--- src/rtl/dma_onchip_mem_arbiter_if.sv ---
// ---------------------------------------------------------------------------
// dma_onchip_mem_arbiter_if
// Bundles the two Avalon-MM master ports (m0 = DMA read master, m1 = CPU data
// master) and the single-port RAM s1 port seen by dma_onchip_mem_arbiter.
//   slave  modport : the arbiter's view (masters in, RAM controls out)
//   master modport : the environment's view (masters + RAM model)
// Handshake: a master holds mN_read/mN_write with its address/data; the
// transfer is accepted in any cycle where mN_waitrequest is low. Reads return
// exactly one cycle later as a single-cycle mN_readdatavalid strobe.
// ---------------------------------------------------------------------------
interface dma_onchip_mem_arbiter_if #(
   parameter int ADDR_W = 17,
   parameter int DATA_W = 32,
   parameter int BE_W   = 4
);
   logic [ADDR_W-1:0] m0_address;
   logic [BE_W-1:0]   m0_byteenable;
   logic              m0_read;
   logic              m0_write;
   logic [DATA_W-1:0] m0_writedata;
   logic              m0_waitrequest;
   logic [DATA_W-1:0] m0_readdata;
   logic              m0_readdatavalid;

   logic [ADDR_W-1:0] m1_address;
   logic [BE_W-1:0]   m1_byteenable;
   logic              m1_read;
   logic              m1_write;
   logic [DATA_W-1:0] m1_writedata;
   logic              m1_waitrequest;
   logic [DATA_W-1:0] m1_readdata;
   logic              m1_readdatavalid;

   logic [ADDR_W-1:0] mem_address;
   logic [BE_W-1:0]   mem_byteenable;
   logic              mem_chipselect;
   logic              mem_write;
   logic [DATA_W-1:0] mem_writedata;
   logic              mem_clken;
   logic [DATA_W-1:0] mem_readdata;

   modport slave (
      input  m0_address, m0_byteenable, m0_read, m0_write, m0_writedata,
      output m0_waitrequest, m0_readdata, m0_readdatavalid,
      input  m1_address, m1_byteenable, m1_read, m1_write, m1_writedata,
      output m1_waitrequest, m1_readdata, m1_readdatavalid,
      output mem_address, mem_byteenable, mem_chipselect, mem_write,
      output mem_writedata, mem_clken,
      input  mem_readdata
   );

   modport master (
      output m0_address, m0_byteenable, m0_read, m0_write, m0_writedata,
      input  m0_waitrequest, m0_readdata, m0_readdatavalid,
      output m1_address, m1_byteenable, m1_read, m1_write, m1_writedata,
      input  m1_waitrequest, m1_readdata, m1_readdatavalid,
      input  mem_address, mem_byteenable, mem_chipselect, mem_write,
      input  mem_writedata, mem_clken,
      output mem_readdata
   );
endinterface

--- src/rtl/dma_onchip_mem_arbiter.sv ---
// ---------------------------------------------------------------------------
// dma_onchip_mem_arbiter
// Shares one single-port on-chip RAM (1-cycle read latency) between two
// Avalon-MM masters with round-robin arbitration and a bounded hold window.
// Ports:
//   clk       : system clock
//   reset     : synchronous, active-high reset
//   reset_req : blocks new grants and drops the RAM clock enable
//   bus       : dma_onchip_mem_arbiter_if.slave (m0, m1 and RAM s1 signals)
// ---------------------------------------------------------------------------
module dma_onchip_mem_arbiter #(
   parameter int ADDR_W     = 17,
   parameter int DATA_W     = 32,
   parameter int BE_W       = 4,
   parameter int MAX_HOLD   = 4,
   parameter int PRIO_RESET = 0
) (
   input  logic                     clk,
   input  logic                     reset,
   input  logic                     reset_req,
   dma_onchip_mem_arbiter_if.slave  bus
);
   localparam logic [3:0] MAX_HOLD_C   = 4'(MAX_HOLD);
   localparam logic       PRIO_RESET_C = 1'(PRIO_RESET);

   // Arbitration state. hold_cnt == 0 doubles as "nobody was granted last
   // cycle"; otherwise owner is the master granted last cycle and hold_cnt is
   // the length of its current run of consecutive grants.
   logic       prio;
   logic       owner;
   logic [3:0] hold_cnt;
   logic       rd_pend;
   logic       rd_id;

   logic req0, req1;
   logic grant0, grant1, gnt_any, gnt_id, win;
   logic sel_write, sel_read;
   logic [ADDR_W-1:0] sel_address, address_q;
   logic [BE_W-1:0]   sel_byteenable, byteenable_q;
   logic [DATA_W-1:0] sel_writedata, writedata_q;

   always_comb begin
      req0   = bus.m0_read | bus.m0_write;
      req1   = bus.m1_read | bus.m1_write;
      grant0 = 1'b0;
      grant1 = 1'b0;
      win    = prio;
      if (!reset && !reset_req) begin
         if (req0 && !req1) begin
            grant0 = 1'b1;
         end else if (req1 && !req0) begin
            grant1 = 1'b1;
         end else if (req0 && req1) begin
            // Keep the running owner until its window is used up.
            if (hold_cnt != 4'd0 && hold_cnt < MAX_HOLD_C) win = owner;
            else                                            win = prio;
            grant0 = ~win;
            grant1 = win;
         end
      end
   end

   assign gnt_any = grant0 | grant1;
   assign gnt_id  = grant1;

   always_comb begin
      sel_address    = gnt_id ? bus.m1_address    : bus.m0_address;
      sel_byteenable = gnt_id ? bus.m1_byteenable : bus.m0_byteenable;
      sel_writedata  = gnt_id ? bus.m1_writedata  : bus.m0_writedata;
      sel_write      = gnt_id ? bus.m1_write      : bus.m0_write;
      // Read+write together is a write; the read half is dropped.
      sel_read       = (gnt_id ? bus.m1_read : bus.m0_read) & ~sel_write;
   end

   assign bus.m0_waitrequest = ~grant0;
   assign bus.m1_waitrequest = ~grant1;

   // Idle cycles keep the last driven address/data on the RAM bus.
   assign bus.mem_address    = gnt_any ? sel_address    : address_q;
   assign bus.mem_byteenable = gnt_any ? sel_byteenable : byteenable_q;
   assign bus.mem_writedata  = gnt_any ? sel_writedata  : writedata_q;
   assign bus.mem_chipselect = gnt_any;
   assign bus.mem_write      = gnt_any & sel_write;
   assign bus.mem_clken      = ~reset_req;

   assign bus.m0_readdatavalid = rd_pend & ~rd_id;
   assign bus.m1_readdatavalid = rd_pend &  rd_id;
   assign bus.m0_readdata = (rd_pend & ~rd_id) ? bus.mem_readdata : '0;
   assign bus.m1_readdata = (rd_pend &  rd_id) ? bus.mem_readdata : '0;

   always_ff @(posedge clk) begin
      if (gnt_any) begin
         address_q    <= sel_address;
         byteenable_q <= sel_byteenable;
         writedata_q  <= sel_writedata;
      end
   end

   always_ff @(posedge clk) begin
      if (reset) begin
         prio     <= PRIO_RESET_C;
         owner    <= PRIO_RESET_C;
         hold_cnt <= 4'd0;
         rd_pend  <= 1'b0;
         rd_id    <= 1'b0;
      end else begin
         rd_pend <= gnt_any & sel_read;
         if (gnt_any & sel_read) rd_id <= gnt_id;
         if (gnt_any) begin
            prio <= ~gnt_id;
            if (gnt_id == owner && hold_cnt != 4'd0) begin
               if (hold_cnt != 4'hF) hold_cnt <= hold_cnt + 4'd1;
            end else begin
               owner    <= gnt_id;
               hold_cnt <= 4'd1;
            end
         end else begin
            hold_cnt <= 4'd0;
         end
      end
   end
endmodule

--- src/flat_wrapper.sv ---
// flat-port wrapper written by rule: the top's interface ports become plain ports
module dma_onchip_mem_arbiter_flat 
#(
   parameter int ADDR_W     = 17,
   parameter int DATA_W     = 32,
   parameter int BE_W       = 4,
   parameter int MAX_HOLD   = 4,
   parameter int PRIO_RESET = 0
)
  (clk, reset, reset_req, bus_m0_address, bus_m0_byteenable, bus_m0_read, bus_m0_write, bus_m0_writedata, bus_m0_waitrequest, bus_m0_readdata, bus_m0_readdatavalid, bus_m1_address, bus_m1_byteenable, bus_m1_read, bus_m1_write, bus_m1_writedata, bus_m1_waitrequest, bus_m1_readdata, bus_m1_readdatavalid, bus_mem_address, bus_mem_byteenable, bus_mem_chipselect, bus_mem_write, bus_mem_writedata, bus_mem_clken, bus_mem_readdata);
  dma_onchip_mem_arbiter_if #(.ADDR_W(ADDR_W), .DATA_W(DATA_W), .BE_W(BE_W)) bus_i ();
  input  logic clk;
  input  logic reset;
  input  logic reset_req;
  input wire logic [$bits(bus_i.m0_address)-1:0] bus_m0_address;
  input wire logic [$bits(bus_i.m0_byteenable)-1:0] bus_m0_byteenable;
  input wire logic [$bits(bus_i.m0_read)-1:0] bus_m0_read;
  input wire logic [$bits(bus_i.m0_write)-1:0] bus_m0_write;
  input wire logic [$bits(bus_i.m0_writedata)-1:0] bus_m0_writedata;
  output wire logic [$bits(bus_i.m0_waitrequest)-1:0] bus_m0_waitrequest;
  output wire logic [$bits(bus_i.m0_readdata)-1:0] bus_m0_readdata;
  output wire logic [$bits(bus_i.m0_readdatavalid)-1:0] bus_m0_readdatavalid;
  input wire logic [$bits(bus_i.m1_address)-1:0] bus_m1_address;
  input wire logic [$bits(bus_i.m1_byteenable)-1:0] bus_m1_byteenable;
  input wire logic [$bits(bus_i.m1_read)-1:0] bus_m1_read;
  input wire logic [$bits(bus_i.m1_write)-1:0] bus_m1_write;
  input wire logic [$bits(bus_i.m1_writedata)-1:0] bus_m1_writedata;
  output wire logic [$bits(bus_i.m1_waitrequest)-1:0] bus_m1_waitrequest;
  output wire logic [$bits(bus_i.m1_readdata)-1:0] bus_m1_readdata;
  output wire logic [$bits(bus_i.m1_readdatavalid)-1:0] bus_m1_readdatavalid;
  output wire logic [$bits(bus_i.mem_address)-1:0] bus_mem_address;
  output wire logic [$bits(bus_i.mem_byteenable)-1:0] bus_mem_byteenable;
  output wire logic [$bits(bus_i.mem_chipselect)-1:0] bus_mem_chipselect;
  output wire logic [$bits(bus_i.mem_write)-1:0] bus_mem_write;
  output wire logic [$bits(bus_i.mem_writedata)-1:0] bus_mem_writedata;
  output wire logic [$bits(bus_i.mem_clken)-1:0] bus_mem_clken;
  input wire logic [$bits(bus_i.mem_readdata)-1:0] bus_mem_readdata;
  assign bus_i.m0_address = bus_m0_address;
  assign bus_i.m0_byteenable = bus_m0_byteenable;
  assign bus_i.m0_read = bus_m0_read;
  assign bus_i.m0_write = bus_m0_write;
  assign bus_i.m0_writedata = bus_m0_writedata;
  assign bus_m0_waitrequest = bus_i.m0_waitrequest;
  assign bus_m0_readdata = bus_i.m0_readdata;
  assign bus_m0_readdatavalid = bus_i.m0_readdatavalid;
  assign bus_i.m1_address = bus_m1_address;
  assign bus_i.m1_byteenable = bus_m1_byteenable;
  assign bus_i.m1_read = bus_m1_read;
  assign bus_i.m1_write = bus_m1_write;
  assign bus_i.m1_writedata = bus_m1_writedata;
  assign bus_m1_waitrequest = bus_i.m1_waitrequest;
  assign bus_m1_readdata = bus_i.m1_readdata;
  assign bus_m1_readdatavalid = bus_i.m1_readdatavalid;
  assign bus_mem_address = bus_i.mem_address;
  assign bus_mem_byteenable = bus_i.mem_byteenable;
  assign bus_mem_chipselect = bus_i.mem_chipselect;
  assign bus_mem_write = bus_i.mem_write;
  assign bus_mem_writedata = bus_i.mem_writedata;
  assign bus_mem_clken = bus_i.mem_clken;
  assign bus_i.mem_readdata = bus_mem_readdata;
  dma_onchip_mem_arbiter #(.ADDR_W(ADDR_W), .DATA_W(DATA_W), .BE_W(BE_W), .MAX_HOLD(MAX_HOLD), .PRIO_RESET(PRIO_RESET)) u_core (.clk(clk), .reset(reset), .reset_req(reset_req), .bus(bus_i));
endmodule
--- config.mk ---
export PLATFORM = sky130hd
export DESIGN_NAME = dma_onchip_mem_arbiter_flat
export DESIGN_NICKNAME = d
export VERILOG_FILES = /design/src/rtl/dma_onchip_mem_arbiter_if.sv /design/src/rtl/dma_onchip_mem_arbiter.sv /design/src/flat_wrapper.sv
export SDC_FILE = /design/constraint.sdc
export NUM_CORES = 1
export LEC_CHECK = 0
export ABC_AREA = 0
export CORE_AREA = 3 3 102 104
export CTS_CLUSTER_DIAMETER = 120
export DETAILED_ROUTE_END_ITERATION = 8
export DIE_AREA = 0 0 105 107
export PLACE_DENSITY = 0.86
export SYNTH_ARGS = -nofsm -noshare
export SYNTH_HDL_FRONTEND = slang
export SYNTH_SLANG_ARGS = --single-unit
--- constraint.sdc ---
create_clock -name clk -period 2.6 [get_ports clk]
set_input_delay 0.26 -clock clk [delete_from_list [all_inputs] [get_ports clk]]
set_output_delay 0.26 -clock clk [all_outputs]
set_load 0.05 [all_outputs]
==> results_dict.tcl <==
set metrics [dict create \
    place_hpwl_um 11210 \
    die_area_mm2 0.01124 \
    ant_nets 0 \
    final.fill_count 504 \
    cts-root-buf "clkbuf_8" \
    die_w_um 105 \
    rsz0062_at_grt "yes" \
    die_h_um 107 \
    ys_types 26 \
    postSynthAreaPerCell_um2 8.456 \
    cp_slowest_cell "or4b_4" \
    ir_worst_vdd_v 0.0004723 \
    utilization_pct 84.37 \
    core_area_mm2 0.009639 \
    syn_nets 507 \
    ys.flop_type "dfxtp_1" \
    synth_area_mm2 0.003044 \
    portBuffers 268 \
    finalPower_mw 4.067 \
    clkLatencyLatePin_ps 350 \
    critPathKind "register to output port" \
    syn_inst 360 \
    worst_pin_slew_ps 537.4 \
    synth-seq-cells 61 \
    async_reset_ff_share_pct 0 \
    period_share_pct 114.3 \
    fin_cells 788 \
    fin_skew_ps 9.704 \
    violations "setup timing" \
    rows 36 \
    layout-area-overhead-vs-synth_pct 167.2 \
    arrival_ps 2710 \
    outcome "finished, violations left" \
    wl_per_cell_um 19.59 \
    cts_made_buffers 9 \
    yosys_warnings 0 \
    crit_path_cell_trace "inv_2 > ha_4 > or4b_4 > a311o_2 > buf_6 > clkbuf_16 > mux2i_4 > a21oi_4 > buf_12" \
    maxCapViolations 0 \
    dpl.cell_count 750 \
    worstPathRequired_ps 2340 \
    end_kind "output port" \
    hold_class "register to register" \
    period_minus_slack_ps 2973 \
    fin_nets 796 \
    synth_edf_count 0 \
    drv_slew 0 \
    cp-start-kind "register" \
    grtUsageTotal_pct 24.64 \
    vias_per_cell 4.882 \
    synth_seq_area_share_pct 40.12 \
    post-place-ws_ps -17.47 \
    grt_overflow 0 \
    timing.final.ws_setup_ps -373.0 \
    maxSlewHeadroom_pct 64.06 \
    hold_viol_final 0 \
    cpPeakStageDelay_ps 480 \
    drc 0 \
    drive_above_1_share_pct 39.30 \
    clock_sinks 61 \
    grt_pass1_wl_um 21450 \
    first_global_vias 4115 \
    fmax_mhz 336.4 \
    cp_max_fo 8 \
    setup_viol 55 \
    start_util_pct 31.58 \
    p_leak_nw 3.342 \
    p_per_area_mw_per_mm2 500.1 \
    wirelength_um 15440 \
    cts.clk_slew.worst_paths_ps 70 \
    gp_congestion 0.8407 \
    num_vias 3847 \
    ios 269 \
    cts.htree.levels 3 \
    register_area_mm2 0.001224 \
    hold_buffers 0 \
    drt-initial-drc-count 148 \
    cts_buffer_depth 2 \
    multi_input_area_mm2 0.002496 \
    antenna_found_initial 1 \
    grt_max_degree 35 \
    drt_pass1_iterations 4 \
    cts_tree "built" \
]
-- final cells by class --
type                    instances  share of cell area (%)
multi-input cells             263                   30.69
clock buffers                  10                   1.692
well taps                     133                   2.046
flip-flops and latches         61                   15.05
diodes                          1                 0.03077
clock inverters                 6                  0.7692
repair buffers                307                   49.40
inverters                       7                  0.3231
-- flip-flops by register name, indices dropped and copies added, names as in the netlist --
name / count
u_core.owner: 1
u_core.rd_pend: 1
u_core.address_q: 17
u_core.byteenable_q: 4
u_core.rd_id: 1
u_core.hold_cnt: 4
u_core.writedata_q: 32
u_core.prio: 1
-- path summary, 6_finish.rpt --
check | from | end | slack [ps] | cells past startpoint
worst max-delay path | u_core.hold_cnt[1] | bus_mem_writedata[15] | -370 | 9
worst min-delay path | u_core.prio | u_core.prio | 520 | 1
worst max register to register | u_core.hold_cnt[1] | u_core.hold_cnt[3] | 10 | 10
worst min register to register | u_core.prio | u_core.prio | 520 | 1
-- worst max-delay path: cells and delay by family, from the launching register on --
family / cells / cell delay, ps
multiplexers: 1 / 200
AND/OR/NAND/NOR: 1 / 480
adder cells (fa/ha/maj): 1 / 150
flip-flops: 1 / 350
AO/OA/AOI/OAI: 2 / 650
buffers and inverters: 4 / 530
-- repair_timing --
| item | CTS | global route |
|---|---|---|
| pin swaps | 11 | 35 |
| endpoints found under the setup margin | 54 | 54 |
| gates resized for setup | 40 | 27 |
| buffers inserted | 5 | 11 |
| cloned | 2 | 4 |
-- cells by family (layout without fill, tap and decap cells) --
group	after synthesis	in the layout	share of synthesized area (%)
and+or+nand+nor	139	139	23.55
AOI/OAI and AO/OA	65	65	11.47
DFF	61	61	40.12
muxes	55	55	18.08
buffers and inverters	36	330	5.384
adders and majority gates	2	2	0.8219
xor gates and xnor gates	2	2	0.5755
other	0	1	0
-- power by group --
group          switching, mW  leakage (nW)  total [mW]  internal [mW]
Sequential            0.0438         0.512        1.11           1.07
Clock                  0.413        0.0943       0.878          0.465
Combinational           1.07          2.74        2.08           1.01
-- cell usage in the layout, fill, tap and decap left out, drive strengths merged --
cell type	n
xnor2	2
a2111oi	1
nor2	58
clkinv	2
or2	2
mux2i	55
o31ai	1
and2	34
inv	7
o211a	1
a31oi	2
nand3	2
clkdlybuf4s50	178
a21oi	55
ha	2
buf	126
or4b	1
bufinv	1
clkinvlp	3
and3	32
a311o	1
nor2b	2
o21a	2
dfxtp	61
nand2	4
diode	1
nor3	3
o21ai	2
clkbuf	13
nand3b	1
-- cell usage after synthesis (2+ instances only) --
| library cell | count | area share, % |
|---|---|---|
| xnor2_1 | 2 | 0.58 |
| a21oi_1 | 55 | 9.0 |
| dfxtp_1 | 61 | 40 |
| nor2b_1 | 2 | 0.41 |
| buf_2 | 5 | 0.82 |
| or2_2 | 2 | 0.41 |
| clkbuf_1 | 21 | 2.6 |
| o21ai_0 | 2 | 0.33 |
| mux2i_1 | 55 | 18 |
| inv_1 | 7 | 0.86 |
| ha_1 | 2 | 0.82 |
| buf_6 | 3 | 1.1 |
| and2_1 | 34 | 7.0 |
| o21a_1 | 2 | 0.49 |
| nor2_1 | 58 | 7.2 |
| and3_1 | 32 | 6.6 |
| nand3_1 | 2 | 0.33 |
| nand2_1 | 4 | 0.49 |
| a31oi_1 | 2 | 0.41 |
| nor3_1 | 3 | 0.49 |
-- per-stage QoR --
stage	area, um^2	setup TNS, ps	hold WS [ps]
floorplan	3603	-54.89	434.9
global placement	7400	0	475.8
detailed placement	7400	-73.38	497.8
CTS	7856	-15830	513.6
global route	8133	-20010	536.9
finish	8133	-16930	516.9
-- metal layers --
metal / up-vias / track usage, % / share of wire (%)
met5: - / 0 / 0
met4: 0 / 14.71 / 3.9
met3: 42 / 8.368 / 7.9
met2: 191 / 48.58 / 56
met1: 1805 / 21.12 / 32
li1: 1809 / - / -
Power figures use the tool's default switching activity.
